`config.mk`:
```
export PLATFORM = sky130hd
export DESIGN_NAME = timer_sequencer
export DESIGN_NICKNAME = d
export VERILOG_FILES = /design/src/rtl/timer_sequencer.sv
export SDC_FILE = /design/constraint.sdc
export NUM_CORES = 1
export LEC_CHECK = 0
export ABC_AREA = 1
export BUFFER_PORTS_ARGS = -buffer_cell sky130_fd_sc_hd__buf_2
export CAP_MARGIN = 20
export CORE_MARGIN = 2
export CORE_UTILIZATION = 57
export DETAILED_ROUTE_END_ITERATION = 8
export PLACE_DENSITY = 0.88
export RECOVER_POWER = 50
export SYNTH_ARGS = -nofsm -noshare
export SYNTH_HDL_FRONTEND = slang
export SYNTH_SLANG_ARGS = --single-unit
```
`constraint.sdc`:
```
create_clock -name clock -period 1.52 [get_ports clock]
set_input_delay 0.152 -clock clock [delete_from_list [all_inputs] [get_ports clock]]
set_output_delay 0.152 -clock clock [all_outputs]
set_load 0.02 [all_outputs]
```
`src/rtl/timer_sequencer.sv`:
```
// Sequencer for the timer path's saturating tick counter: clears it, ticks it, detects its Q flag.
// Latency: all outputs registered, decoded from next state; done rises 3 cycles after the Q-setting tick.
// Backpressure: none; pause freezes the prescaler and holds back a tick due in the pause cycle.
//
// Ports:
//   clock, reset       rising-edge clock, asynchronous active-high reset
//   start/pause/cancel run control (priority cancel > Q detect > pause > start)
//   cnt_q              counter timeout flag, asynchronous to clock (2-flop synchronized)
//   cnt_reset/cnt_tick counter reset and one-cycle clock pulse
//   busy/paused/done   status levels; err = watchdog trip
// Build option: define WATCHDOG_EN to add the MAX_TICKS watchdog and the ERR state.
module timer_sequencer #(
    parameter int TICK_DIV  = 4,
    parameter int DIV_W     = 8,
    parameter int MAX_TICKS = 6
) (
    input  logic clock,
    input  logic reset,
    input  logic start,
    input  logic pause,
    input  logic cancel,
    input  logic cnt_q,
    output logic cnt_reset,
    output logic cnt_tick,
    output logic busy,
    output logic paused,
    output logic done,
    output logic err
);

    if (TICK_DIV < 2 || (TICK_DIV - 1) >= (1 << DIV_W)) begin : g_bad_div
        $error("timer_sequencer: TICK_DIV must be >= 2 and TICK_DIV-1 must fit in DIV_W bits");
    end
    if (MAX_TICKS < 1 || MAX_TICKS > 15) begin : g_bad_max
        $error("timer_sequencer: MAX_TICKS must be in 1..15");
    end

`ifdef WATCHDOG_EN
    typedef enum logic [2:0] {
        S_IDLE, S_CLEAR, S_RUN, S_PAUSE, S_DONE, S_ERR
    } state_t;
`else
    typedef enum logic [2:0] {
        S_IDLE, S_CLEAR, S_RUN, S_PAUSE, S_DONE
    } state_t;
`endif

    localparam logic [DIV_W-1:0] DIV_LAST = DIV_W'(TICK_DIV - 1);

    state_t           state, state_nxt;
    logic [DIV_W-1:0] presc, presc_nxt;
    logic             clr_cnt, clr_cnt_nxt;   // set during the second CLEAR cycle
    logic             tick_nxt;
    logic             q_m, q_s;
    logic             presc_last;

    assign presc_last = (presc == DIV_LAST);

`ifdef WATCHDOG_EN
    logic [3:0] tick_cnt, tick_cnt_nxt;
`endif

    always_comb begin
        state_nxt   = state;
        presc_nxt   = presc;
        clr_cnt_nxt = 1'b0;
        tick_nxt    = 1'b0;
        case (state)
            S_IDLE: begin
                if (!cancel && start) state_nxt = S_CLEAR;
            end
            S_CLEAR: begin
                if (cancel)       state_nxt = S_IDLE;
                else if (clr_cnt) state_nxt = S_RUN;
                else              clr_cnt_nxt = 1'b1;
            end
            S_RUN: begin
                if (cancel)     state_nxt = S_IDLE;
                else if (q_s)   state_nxt = S_DONE;
`ifdef WATCHDOG_EN
                else if (tick_cnt >= 4'(MAX_TICKS)) state_nxt = S_ERR;
`endif
                // Pausing leaves presc untouched, so a tick due now is held back.
                else if (pause) state_nxt = S_PAUSE;
                else begin
                    tick_nxt  = presc_last;
                    presc_nxt = presc_last ? '0 : presc + DIV_W'(1);
                end
            end
            S_PAUSE: begin
                if (cancel)     state_nxt = S_IDLE;
                else if (pause) state_nxt = S_PAUSE;
                else if (start) begin
                    state_nxt = S_RUN;
                    // presc frozen at its last value means a tick was held back:
                    // issue it on the resume edge and restart the division.
                    if (presc_last) begin
                        tick_nxt  = 1'b1;
                        presc_nxt = '0;
                    end
                end
            end
            S_DONE: begin
                if (cancel)     state_nxt = S_IDLE;
                else if (start) state_nxt = S_CLEAR;
            end
`ifdef WATCHDOG_EN
            S_ERR: begin
                if (cancel) state_nxt = S_IDLE;
            end
`endif
            default: state_nxt = S_IDLE;
        endcase
        if (state_nxt == S_IDLE || state_nxt == S_CLEAR) presc_nxt = '0;
    end

`ifdef WATCHDOG_EN
    always_comb begin
        tick_cnt_nxt = tick_cnt;
        if (state_nxt == S_IDLE || state_nxt == S_CLEAR) tick_cnt_nxt = '0;
        else if (tick_nxt && tick_cnt != 4'd15)         tick_cnt_nxt = tick_cnt + 4'd1;
    end

    always_ff @(posedge clock or posedge reset) begin
        if (reset) tick_cnt <= '0;
        else       tick_cnt <= tick_cnt_nxt;
    end
`endif

    always_ff @(posedge clock or posedge reset) begin
        if (reset) begin
            state   <= S_IDLE;
            presc   <= '0;
            clr_cnt <= 1'b0;
        end else begin
            state   <= state_nxt;
            presc   <= presc_nxt;
            clr_cnt <= clr_cnt_nxt;
        end
    end

    // Synchronizer is flushed during CLEAR so a Q left over from the
    // previous run cannot reach RUN.
    always_ff @(posedge clock or posedge reset) begin
        if (reset) begin
            q_m <= 1'b0;
            q_s <= 1'b0;
        end else if (state == S_CLEAR) begin
            q_m <= 1'b0;
            q_s <= 1'b0;
        end else begin
            q_m <= cnt_q;
            q_s <= q_m;
        end
    end

    always_ff @(posedge clock or posedge reset) begin
        if (reset) begin
            cnt_reset <= 1'b1;
            cnt_tick  <= 1'b0;
            busy      <= 1'b0;
            paused    <= 1'b0;
            done      <= 1'b0;
        end else begin
            cnt_reset <= (state_nxt == S_IDLE) || (state_nxt == S_CLEAR);
            cnt_tick  <= tick_nxt;
            busy      <= (state_nxt == S_CLEAR) || (state_nxt == S_RUN) || (state_nxt == S_PAUSE);
            paused    <= (state_nxt == S_PAUSE);
            done      <= (state_nxt == S_DONE);
        end
    end

`ifdef WATCHDOG_EN
    always_ff @(posedge clock or posedge reset) begin
        if (reset) err <= 1'b0;
        else       err <= (state_nxt == S_ERR);
    end
`else
    assign err = 1'b0;
`endif

endmodule
```
# [Yosys cells after proc, flatten, opt, wreduce, memory -nomap -nowiden]
# Index checks and enable logic that the tools add are counted.
[classes] n_addsub=1 n_eq_ne=16 n_mux=35 n_reduce_logical=9
[op_table] operator="$mux W8" n=9
[op_table] operator="$mux W3" n=11
[op_table] operator="$ne A3 B3 Y1 const B" n=7
[op_table] operator="$pmux W8 S2" n=1
[op_table] operator="$pmux W3 S5" n=1
[op_table] operator="$eq A3 B2 Y1 const B" n=4
[op_table] operator="$mux W1" n=12
[op_table] operator="$add A8 B1 Y8 const B" n=1
[op_table] operator="$eq A8 B2 Y1 const B" n=1
[op_table] operator="$reduce_and A8 Y1" n=1
[op_table] operator="$eq A3 B1 Y1 const B" n=2
[op_table] operator="$eq A3 B3 Y1 const B" n=2
[op_table] operator="$logic_not A3 Y1" n=2
[op_table] operator="$logic_or A1 B1 Y1" n=3
[op_table] operator="$reduce_bool A3 Y1" n=1
[op_table] operator="$pmux W1 S2" n=1
[op_table] operator="$logic_and A1 B1 Y1" n=1
[op_table] operator="$logic_not A1 Y1" n=1
[totals] ff_bits=19 input_bits=6 out_inout_bits=6 elab_cells=71

# [Logic depth before layout (Yosys ltp)]
# Gate-level depths: netlist of run 1.
[depth] word_depth=8 ltp_mapped=10 ltp_nobuf=9

# [Worst setup path before layout of run 1]
# OpenSTA, ideal clock, no wires.
[synth_path] path_kind="register -> register" start="register state[1]" end="register presc[4]" setup_ps=117 arrival_ps=1215 t_required_ps=1403 slack_ps=188 stages_incl_launch_ff=10 path_buffers=1 synth_period_minus_slack_ps=1332 cell_sequence="dfrtp_1 -> inv_2 -> nor2_4 -> nand2_1 -> nor2_1 -> nor2_1 -> nand2_4 -> buf_8 -> nand3_1 -> nand2_1"
[synth_via] elab_chain_len=8 word_cells_on_any_way=31 cone_classes="12 x eq/ne; 14 x mux; 5 x reduce/logical"
[synth_lines] item="start, declared" line_no="50" rtl="state_t state, state_nxt;"
[synth_lines] item="start signal, assigned" line_no="136" rtl="state <= state_nxt;"
[synth_lines] item="$mux W3 (on tied branches)" line_no="93, 84"
[synth_lines] item="$mux W3 (on tied branches)" line_no="92, 79"
[synth_lines] item="$mux W3 (on tied branches)" line_no="91, 78"
[synth_lines] item="$pmux W3 S5" line_no="68" rtl="case (state)"
[synth_lines] item="$eq A3 B1 Y1 or $logic_not A3 Y1 (tied branches)" line_no="114" rtl="if (state_nxt == S_IDLE || state_nxt == S_CLEAR) presc_nxt = '0;"
[synth_lines] item="$logic_or A1 B1 Y1" line_no="114"
[synth_lines] item="$ne A3 B3 Y1 (no line) or $reduce_bool A3 Y1 (tied branches)"
[synth_lines] item="$reduce_and A8 Y1 (no line)"
[synth_lines] item="end signal, assigned" line_no="137" rtl="presc <= presc_nxt;"
[synth_lines] item="end, declared" line_no="51" rtl="logic [DIV_W-1:0] presc, presc_nxt;"
# Several ways; a longest one is shown, not always the timed one.
# A chain may end at the register's enable or synchronous reset.

# [Worst setup path after layout of run 1]
[layout_path] start="register presc[1]" end="register presc[4]"
[layout_via] elab_chain_len=7 word_cells_on_any_way=10 cone_classes="1 x add/sub; 2 x eq/ne; 6 x mux; 1 x reduce/logical"
[layout_lines] item="$add A8 B1 Y8 or $eq A8 B2 Y1 (tied branches)" line_no="87, 57"
[layout_lines] item="$mux W8" line_no="87" rtl="presc_nxt = presc_last ? '0 : presc + DIV_W'(1);"
[layout_lines] item="$mux W8" line_no="84" rtl="else if (pause) state_nxt = S_PAUSE;"
[layout_lines] item="$mux W8" line_no="79" rtl="else if (q_s) state_nxt = S_DONE;"
[layout_lines] item="$mux W8" line_no="78" rtl="if (cancel) state_nxt = S_IDLE;"
[layout_lines] item="$pmux W8 S2" line_no="68"
[layout_lines] item="$mux W8" line_no="114"
# Several ways; a longest one is shown, not always the timed one. The select of a mux whose other input is x is not followed.

==> summary.txt, run 1 <==
Setup path
  • Startpoint types: flop
  • CP max stage delay: 0.45 ns
  • Max FO, Critical Path: 4
  • Worst EP arrival: 1.77 ns
  • Slowest cell on the critical path: dfrtp_1
  • WS Path Type: reg2reg
  • Most common cell on crit path: nand3_2
  • Critical path, cell by cell: ha_4, nand2_2, nor2_4, nand3_2, a21oi_4, buf_6, nand3_2, nand2_1
  • Worst EP required: 1.76 ns
  • Crit. End Element: flop
  • Top cell family by delay on the critical path: flip-flops
  • CP bufs+invs: 1

Global route
  • Vias in the first global route: 990
  • GRT Overall Usage: 0.2243
  • Initial antenna violation count: 0
  • Global route total overflow: 0
  • First-pass GRT wire length: 4195 um
  • Largest net degree at the start of global routing: 20

Synthesis
  • Ys Warns: 0
  • Synth Area in XOR/XNOR: 0.007584
  • Post-Syn Area: 0.001155 mm^2
  • Sequential share of the synthesized area: 0.4128
  • Netlist cell types: 25
  • Synthesized flop and latch total: 19
  • Largest family of logic cells by synthesized area: simple AND/OR/NAND/NOR gates
  • Net Count, Synth: 169
  • Mux cell area share after synthesis: 0
  • Compound-Gate Fraction of Synth Area: 0.05092
  • Simple-Gate Fraction of Synth Area: 0.4095
  • Syn Inst Count: 162
  • Adder-Cell Fraction of Synth Area: 0.01083
  • Mean area per synthesized cell: 7.129 um^2

Power and ir drop
  • Leak pwr: 0.7637 nW
  • Peak supply drop: 0.0006518 V
  • Power density cells: 652.3 mW/mm^2

Floorplan
  • Die area: 0.002402 mm^2
  • Core Rows: 16
  • Die Ht: 49.01 um
  • Initial Utilization: 0.5947
  • Ports: 12
  • Core Box Area: 0.001942 mm^2
  • Die width: 49.01 um

Placement
  • Port Buffers: 10
  • Post-DP HPWL: 1748 um
  • Routability cong.: 0.9159
  • Place WS: 0.03295 ns

Final layout
  • Fillers: 134
  • N_diodes: 0
  • Layout cells sized above 1: 0.3122
  • Final nets: 197
  • Commonest non-fill, non-tap cell in the layout: nand2_1
  • Most frequent cells in the layout: 40 x nand2_1, 24 x inv_1, 21 x nor2_1
  • Area Overhead vs Synth: 26.22%

Drt
  • Drt wl/cell: 14.38 um
  • Antenna Nets Post-Route: 0
  • Pre-Repair DR Iteration Count: 4
  • DRC: 0
  • DR vias: 1,203
  • Post-Route WL: 3106 um
  • Starting DRT DRC Count: 61
  • Via/cell ratio: 5.569

Outcome
  • Status: finished, violations left
  • Failing checks: setup timing

STA
  • Setup TNS: -0.01115 ns
  • Max Clock Skew: 0.006071 ns
  • Fin. Hold Viols: 0
  • Minimum clock period after layout: 1.529 ns
  • Max Transition Viols Final: 0
  • Highest Clock Rate: 654.1 MHz
  • Setup WS post-layout: -0.008885 ns
  • RSZ-0062 raised after global routing: yes
  • Final setup violation count: 2
  • Final Cycle Share: 1.006
  • Final hold slack: 0.04940 ns

Run
  • Max cap viols: 0

Clock network
  • Root Buffer: clkbuf_4
  • Num CTS Buffers: 3
  • Max Root-Sink Buffers: 2
  • H-tree depth: 1
  • CTS tree: done
  • Clk sinks: 19
  • Clock transition at path regs: 0.12 ns
  • Clock latency on the worst-skew pair: 0.30 ns

Hold path
  • Worst hold path class: in2reg
[logic make-up after synthesis]
family,count (synthesis)
simple gates,103
buf+inv,28
other cells,1
fa+ha+maj,1
compound gates,9
flops,19
xor+xnor,1
[power breakdown]
part           total (mW)  internal [mW]  switching (mW)
clock network       0.263         0.0979           0.165
logic               0.148         0.0513          0.0962
registers           0.541          0.524          0.0164
total               0.951          0.673           0.277
[path summary, 6_finish.rpt]
check | slack [ns] | cells after the start | startpoint | to
max | -0.009 | 8 | presc[1]$_DFFE_PP0P_ | presc[4]$_DFFE_PP0P_
min | 0.05 | 3 | cnt_q | q_m$_DFF_PP0_
max reg2reg | -0.009 | 8 | presc[1]$_DFFE_PP0P_ | presc[4]$_DFFE_PP0P_
min reg2reg | 0.48 | 2 | q_m$_DFF_PP0_ | q_s$_DFF_PP0_
max in group asynchronous | 0.68 | 4 | reset | state[2]$_DFF_PP0_
min in group asynchronous | 0.49 | 4 | reset | cnt_tick$_DFF_PP0_
[layout make-up]
class                   instances  area (um^2)  area share
multi-input cells             116        655.6      0.4498
inverters                      26        101.3     0.06953
repair buffers                 24        158.9      0.1090
flip-flops and latches         19        480.5      0.3296
clock inverters                 1        5.005    0.003433
well taps                      27        33.78     0.02318
clock buffers                   3        22.52     0.01545
[tightest hold or removal path, delay by kind of cell]
family	cells	cell delay [ns]
buffers and inverters	2	0.13
and+or+nand+nor	1	0.04
[metrics by stage]
stage	instance area (um^2)	util	total power, mW	cells
after global routing	1458	0.7506	0.9936	216
after detailed placement	1246	0.6418	0.6618	201
after global placement	1246	0.6418	0.6553	201
after floorplan	1155	-	0.6314	162
after CTS	1284	0.6611	0.9170	206
final	1458	0.7506	0.9509	216
[registers in the layout (all words and copies together), names as in the netlist]
| name | flops |
|---|---|
| busy | 1 |
| clr_cnt | 1 |
| cnt_reset | 1 |
| cnt_tick | 1 |
| done | 1 |
| paused | 1 |
| presc | 8 |
| q_m | 1 |
| q_s | 1 |
| state | 3 |
[synth_stat cells]
| master | instances | area (um^2) |
|---|---|---|
| a211oi_1 | 1 | 7.510 |
| a21oi_1 | 2 | 10.01 |
| a21oi_4 | 1 | 16.27 |
| buf_4 | 1 | 7.510 |
| buf_8 | 1 | 15.01 |
| clkinv_2 | 1 | 5.000 |
| conb_1 | 1 | 3.750 |
| dfrtp_1 | 18 | 450.4 |
| dfstp_2 | 1 | 26.28 |
| ha_1 | 1 | 12.51 |
| inv_1 | 24 | 90.09 |
| inv_2 | 1 | 3.750 |
| nand2_1 | 43 | 161.4 |
| nand2_2 | 2 | 12.51 |
| nand2_4 | 1 | 11.26 |
| nand3_1 | 23 | 115.1 |
| nand3_2 | 2 | 20.02 |
| nand3b_1 | 1 | 7.510 |
| nand4_1 | 1 | 6.260 |
| nor2_1 | 25 | 93.84 |
| nor2_4 | 3 | 33.78 |
| nor3_1 | 1 | 5.000 |
| o21ai_0 | 5 | 25.02 |
| or2_2 | 1 | 6.260 |
| xor2_1 | 1 | 8.760 |
[what timing repair did]
action | 4_1_cts | 5_1_grt
endpoints found under the hold margin | 18 | 0
resized for setup | 0 | 25
buffers inserted | 0 | 9
hold buffers | 1 | 0
setup endpoints to repair | 0 | 8
[metal layers]
| metal | wire length, um | global-route usage | share of wire |
|---|---|---|---|
| met4 | 73 | 0.05714 | 0.024 |
| met5 | 0 | 0 | 0 |
| met1 | 1198 | 0.3035 | 0.39 |
| met2 | 1572 | 0.3721 | 0.51 |
| met3 | 261 | 0.04294 | 0.084 |
(Power assumes the default switching activity.)
==> run 2, diff against run 1 <==
--- a/config.mk
+++ b/config.mk
@@ -9,9 +9,9 @@
 export BUFFER_PORTS_ARGS = -buffer_cell sky130_fd_sc_hd__buf_2
 export CAP_MARGIN = 20
 export CORE_MARGIN = 2
-export CORE_UTILIZATION = 57
+export CORE_UTILIZATION = 59
 export DETAILED_ROUTE_END_ITERATION = 8
-export PLACE_DENSITY = 0.88
+export PLACE_DENSITY = 0.9
 export RECOVER_POWER = 50
 export SYNTH_ARGS = -nofsm -noshare
 export SYNTH_HDL_FRONTEND = slang
==> constraint.sdc (replaced) <==
create_clock -name clock -period 1.8 [get_ports clock]
set_input_delay 0.18 -clock clock [delete_from_list [all_inputs] [get_ports clock]]
set_output_delay 0.18 -clock clock [all_outputs]
set_load 0.02 [all_outputs]
==> run 2 against run 1 <==
Effect of this change:
- the flow now finishes without violations
- critical path depth is the same
- global-route usage shrank 1.5 points
- clock power shrank 21%
- first-iteration DRC count shrank 41%
- via count shrank 16%
- final cell count shrank 6.5%
- worst hold slack gained 0.028 ns
- maximum frequency grew 1.2%
- die area shrank 3.1%
- combinational power shrank 38%
- sequential power shrank 16%
- core utilization shrank 9.4 points
- critical endpoint is now presc[2]$_DFFE_PP0P_
- largest cell class unchanged
==> summary.txt, run 2 (synthesis results as in run 1) <==
Outcome
  • Status: completed

Clock network
  • CTS tree: done
  • Clock latency on the worst-skew pair: 0.29 ns
  • Num CTS Buffers: 3
  • Max Root-Sink Buffers: 2
  • Root Buffer: clkbuf_4
  • H-tree depth: 1
  • Clk sinks: 19
  • Clock transition at path regs: 0.11 ns
  • Post-CTS Setup Inserts: 0

Power and ir drop
  • Leak pwr: 0.6738 nW
  • Peak supply drop: 0.0005668 V
  • Overall power: 0.7552 mW
  • Power density cells: 604.8 mW/mm^2

STA
  • Max transition margin: 0.5421
  • Minimum clock period after layout: 1.511 ns
  • Highest Clock Rate: 661.6 MHz
  • Final hold slack: 0.07770 ns
  • Max Transition Viols Final: 0
  • RSZ-0062 raised after global routing: no
  • Max Clock Skew: 0.004797 ns
  • Worst-margin pin slew: 0.6861 ns
  • Final setup violation count: 0
  • Fin. Hold Viols: 0
  • Final Cycle Share: 0.8397
  • Setup TNS: 0 ns

Global route
  • Vias in the first global route: 801
  • First-pass GRT wire length: 3394 um
  • Initial antenna violation count: 0
  • GRT Overall Usage: 0.2089
  • Largest net degree at the start of global routing: 20
  • Global route total overflow: 0

Setup path
  • Reg2Reg Setup Slack: 0.29 ns
  • Top cell family by delay on the critical path: simple AND/OR/NAND/NOR gates
  • Worst EP required: 1.99 ns
  • FF-to-FF End: presc[2]$_DFFE_PP0P_
  • CP max stage delay: 0.46 ns
  • Reg-to-Reg Start: state[1]$_DFF_PP0_
  • Critical path, cell by cell: inv_1, nor2_4, nand2_1, nor2_1, nor2_1, nand2_4, nand3_1, nand2_1
  • Max FO, Critical Path: 16
  • Startpoint types: flop
  • WS Path Type: reg2reg
  • Crit. End Element: flop
  • Worst EP arrival: 1.70 ns
  • CP bufs+invs: 1
  • Slowest cell on the critical path: dfrtp_1
  • R2r worst-path depth: 8

Final layout
  • N_diodes: 0
  • Largest register by flop count: presc
  • Final nets: 183
  • Commonest non-fill, non-tap cell in the layout: nand2_1
  • Most frequent cells in the layout: 43 x nand2_1, 25 x inv_1, 25 x nor2_1
  • Max reg flops: 8
  • Layout cells sized above 1: 0.1257
  • Fin area: 0.001249 mm^2
  • Area Overhead vs Synth: 8.126%
  • Biggest regs: presc (8), state (3)

Floorplan
  • Core Box Area: 0.001902 mm^2
  • Initial Utilization: 0.6072
  • Core Rows: 16
  • Ports: 12
  • Die area: 0.002327 mm^2
  • Die Ht: 48.24 um
  • Die width: 48.24 um

Hold path
  • Hold Path Stages: 2
  • Worst hold start: pause
  • Worst hold path class: in2reg
  • Hold EP: cnt_tick$_DFF_PP0_

Placement
  • Routability cong.: 0.8318
  • Post-DP HPWL: 1657 um
  • Port Buffers: 10
  • Placed cell areas: 0.001216 mm^2

Drt
  • DRC: 0
  • DR vias: 1,015
  • Drt wl/cell: 10.74 um
  • Pre-Repair DR Iteration Count: 4
  • Post-Route WL: 2170 um
  • Via/cell ratio: 5.025
  • Starting DRT DRC Count: 36
  • Antenna Nets Post-Route: 0

Run
  • Max cap viols: 0
run 2: worst max path at each step:
stage	start	endpoint	slack [ns]	depth (start not counted)
2_1_floorplan	state[1]$_DFF_PP0_	presc[4]$_DFFE_PP0P_	0.47	9
3_3_place_gp	state[1]$_DFF_PP0_	presc[0]$_DFFE_PP0P_	0.39	8
3_5_place_dp	presc[1]$_DFFE_PP0P_	presc[3]$_DFFE_PP0P_	0.34	8
4_1_cts	presc[1]$_DFFE_PP0P_	presc[3]$_DFFE_PP0P_	0.33	8
5_1_grt	state[1]$_DFF_PP0_	presc[6]$_DFFE_PP0P_	0.12	9
6_report	state[1]$_DFF_PP0_	presc[2]$_DFFE_PP0P_	0.29	8
run 2: timing repair:
item | CTS | global route
hold buffers | 1 | 0
hold endpoints to repair | 18 | 0
gates resized for setup | 0 | 0
run 2: area by class of cell:
class	count	area (um^2)
Timing Repair Buffer	11	55.05
Multi-Input combinational cell	115	556.8
Clock inverter	1	5.005
Clock buffer	3	22.52
Inverter	26	98.84
Fill cell	173	653.1
Tap cell	27	33.78
Sequential cell	19	476.7
run 2: power by group:
part / total [mW] / switching [mW] / leakage, nW / internal, mW
Clock: 0.209 / 0.126 / 0.0177 / 0.0826
Sequential: 0.454 / 0.0121 / 0.256 / 0.442
Combinational: 0.0925 / 0.0654 / 0.400 / 0.0271
run 2: layer usage:
metal | routed length (um) | global-route usage | up-vias
li1 | - | - | 527
met1 | 1029 | 0.2998 | 449
met2 | 1017 | 0.3289 | 35
met3 | 96 | 0.02593 | 4
met4 | 25 | 0.06486 | 0
met5 | 0 | 0 | -
run 2: stage by stage:
step	utilization	instances	setup WS, ns
final	0.6566	202	0.2885
after global routing	0.6566	202	0.1240
after CTS	0.6592	202	0.3293
after detailed placement	0.6395	197	0.3415
after global placement	0.6395	197	0.3889
after floorplan	-	162	0.4677
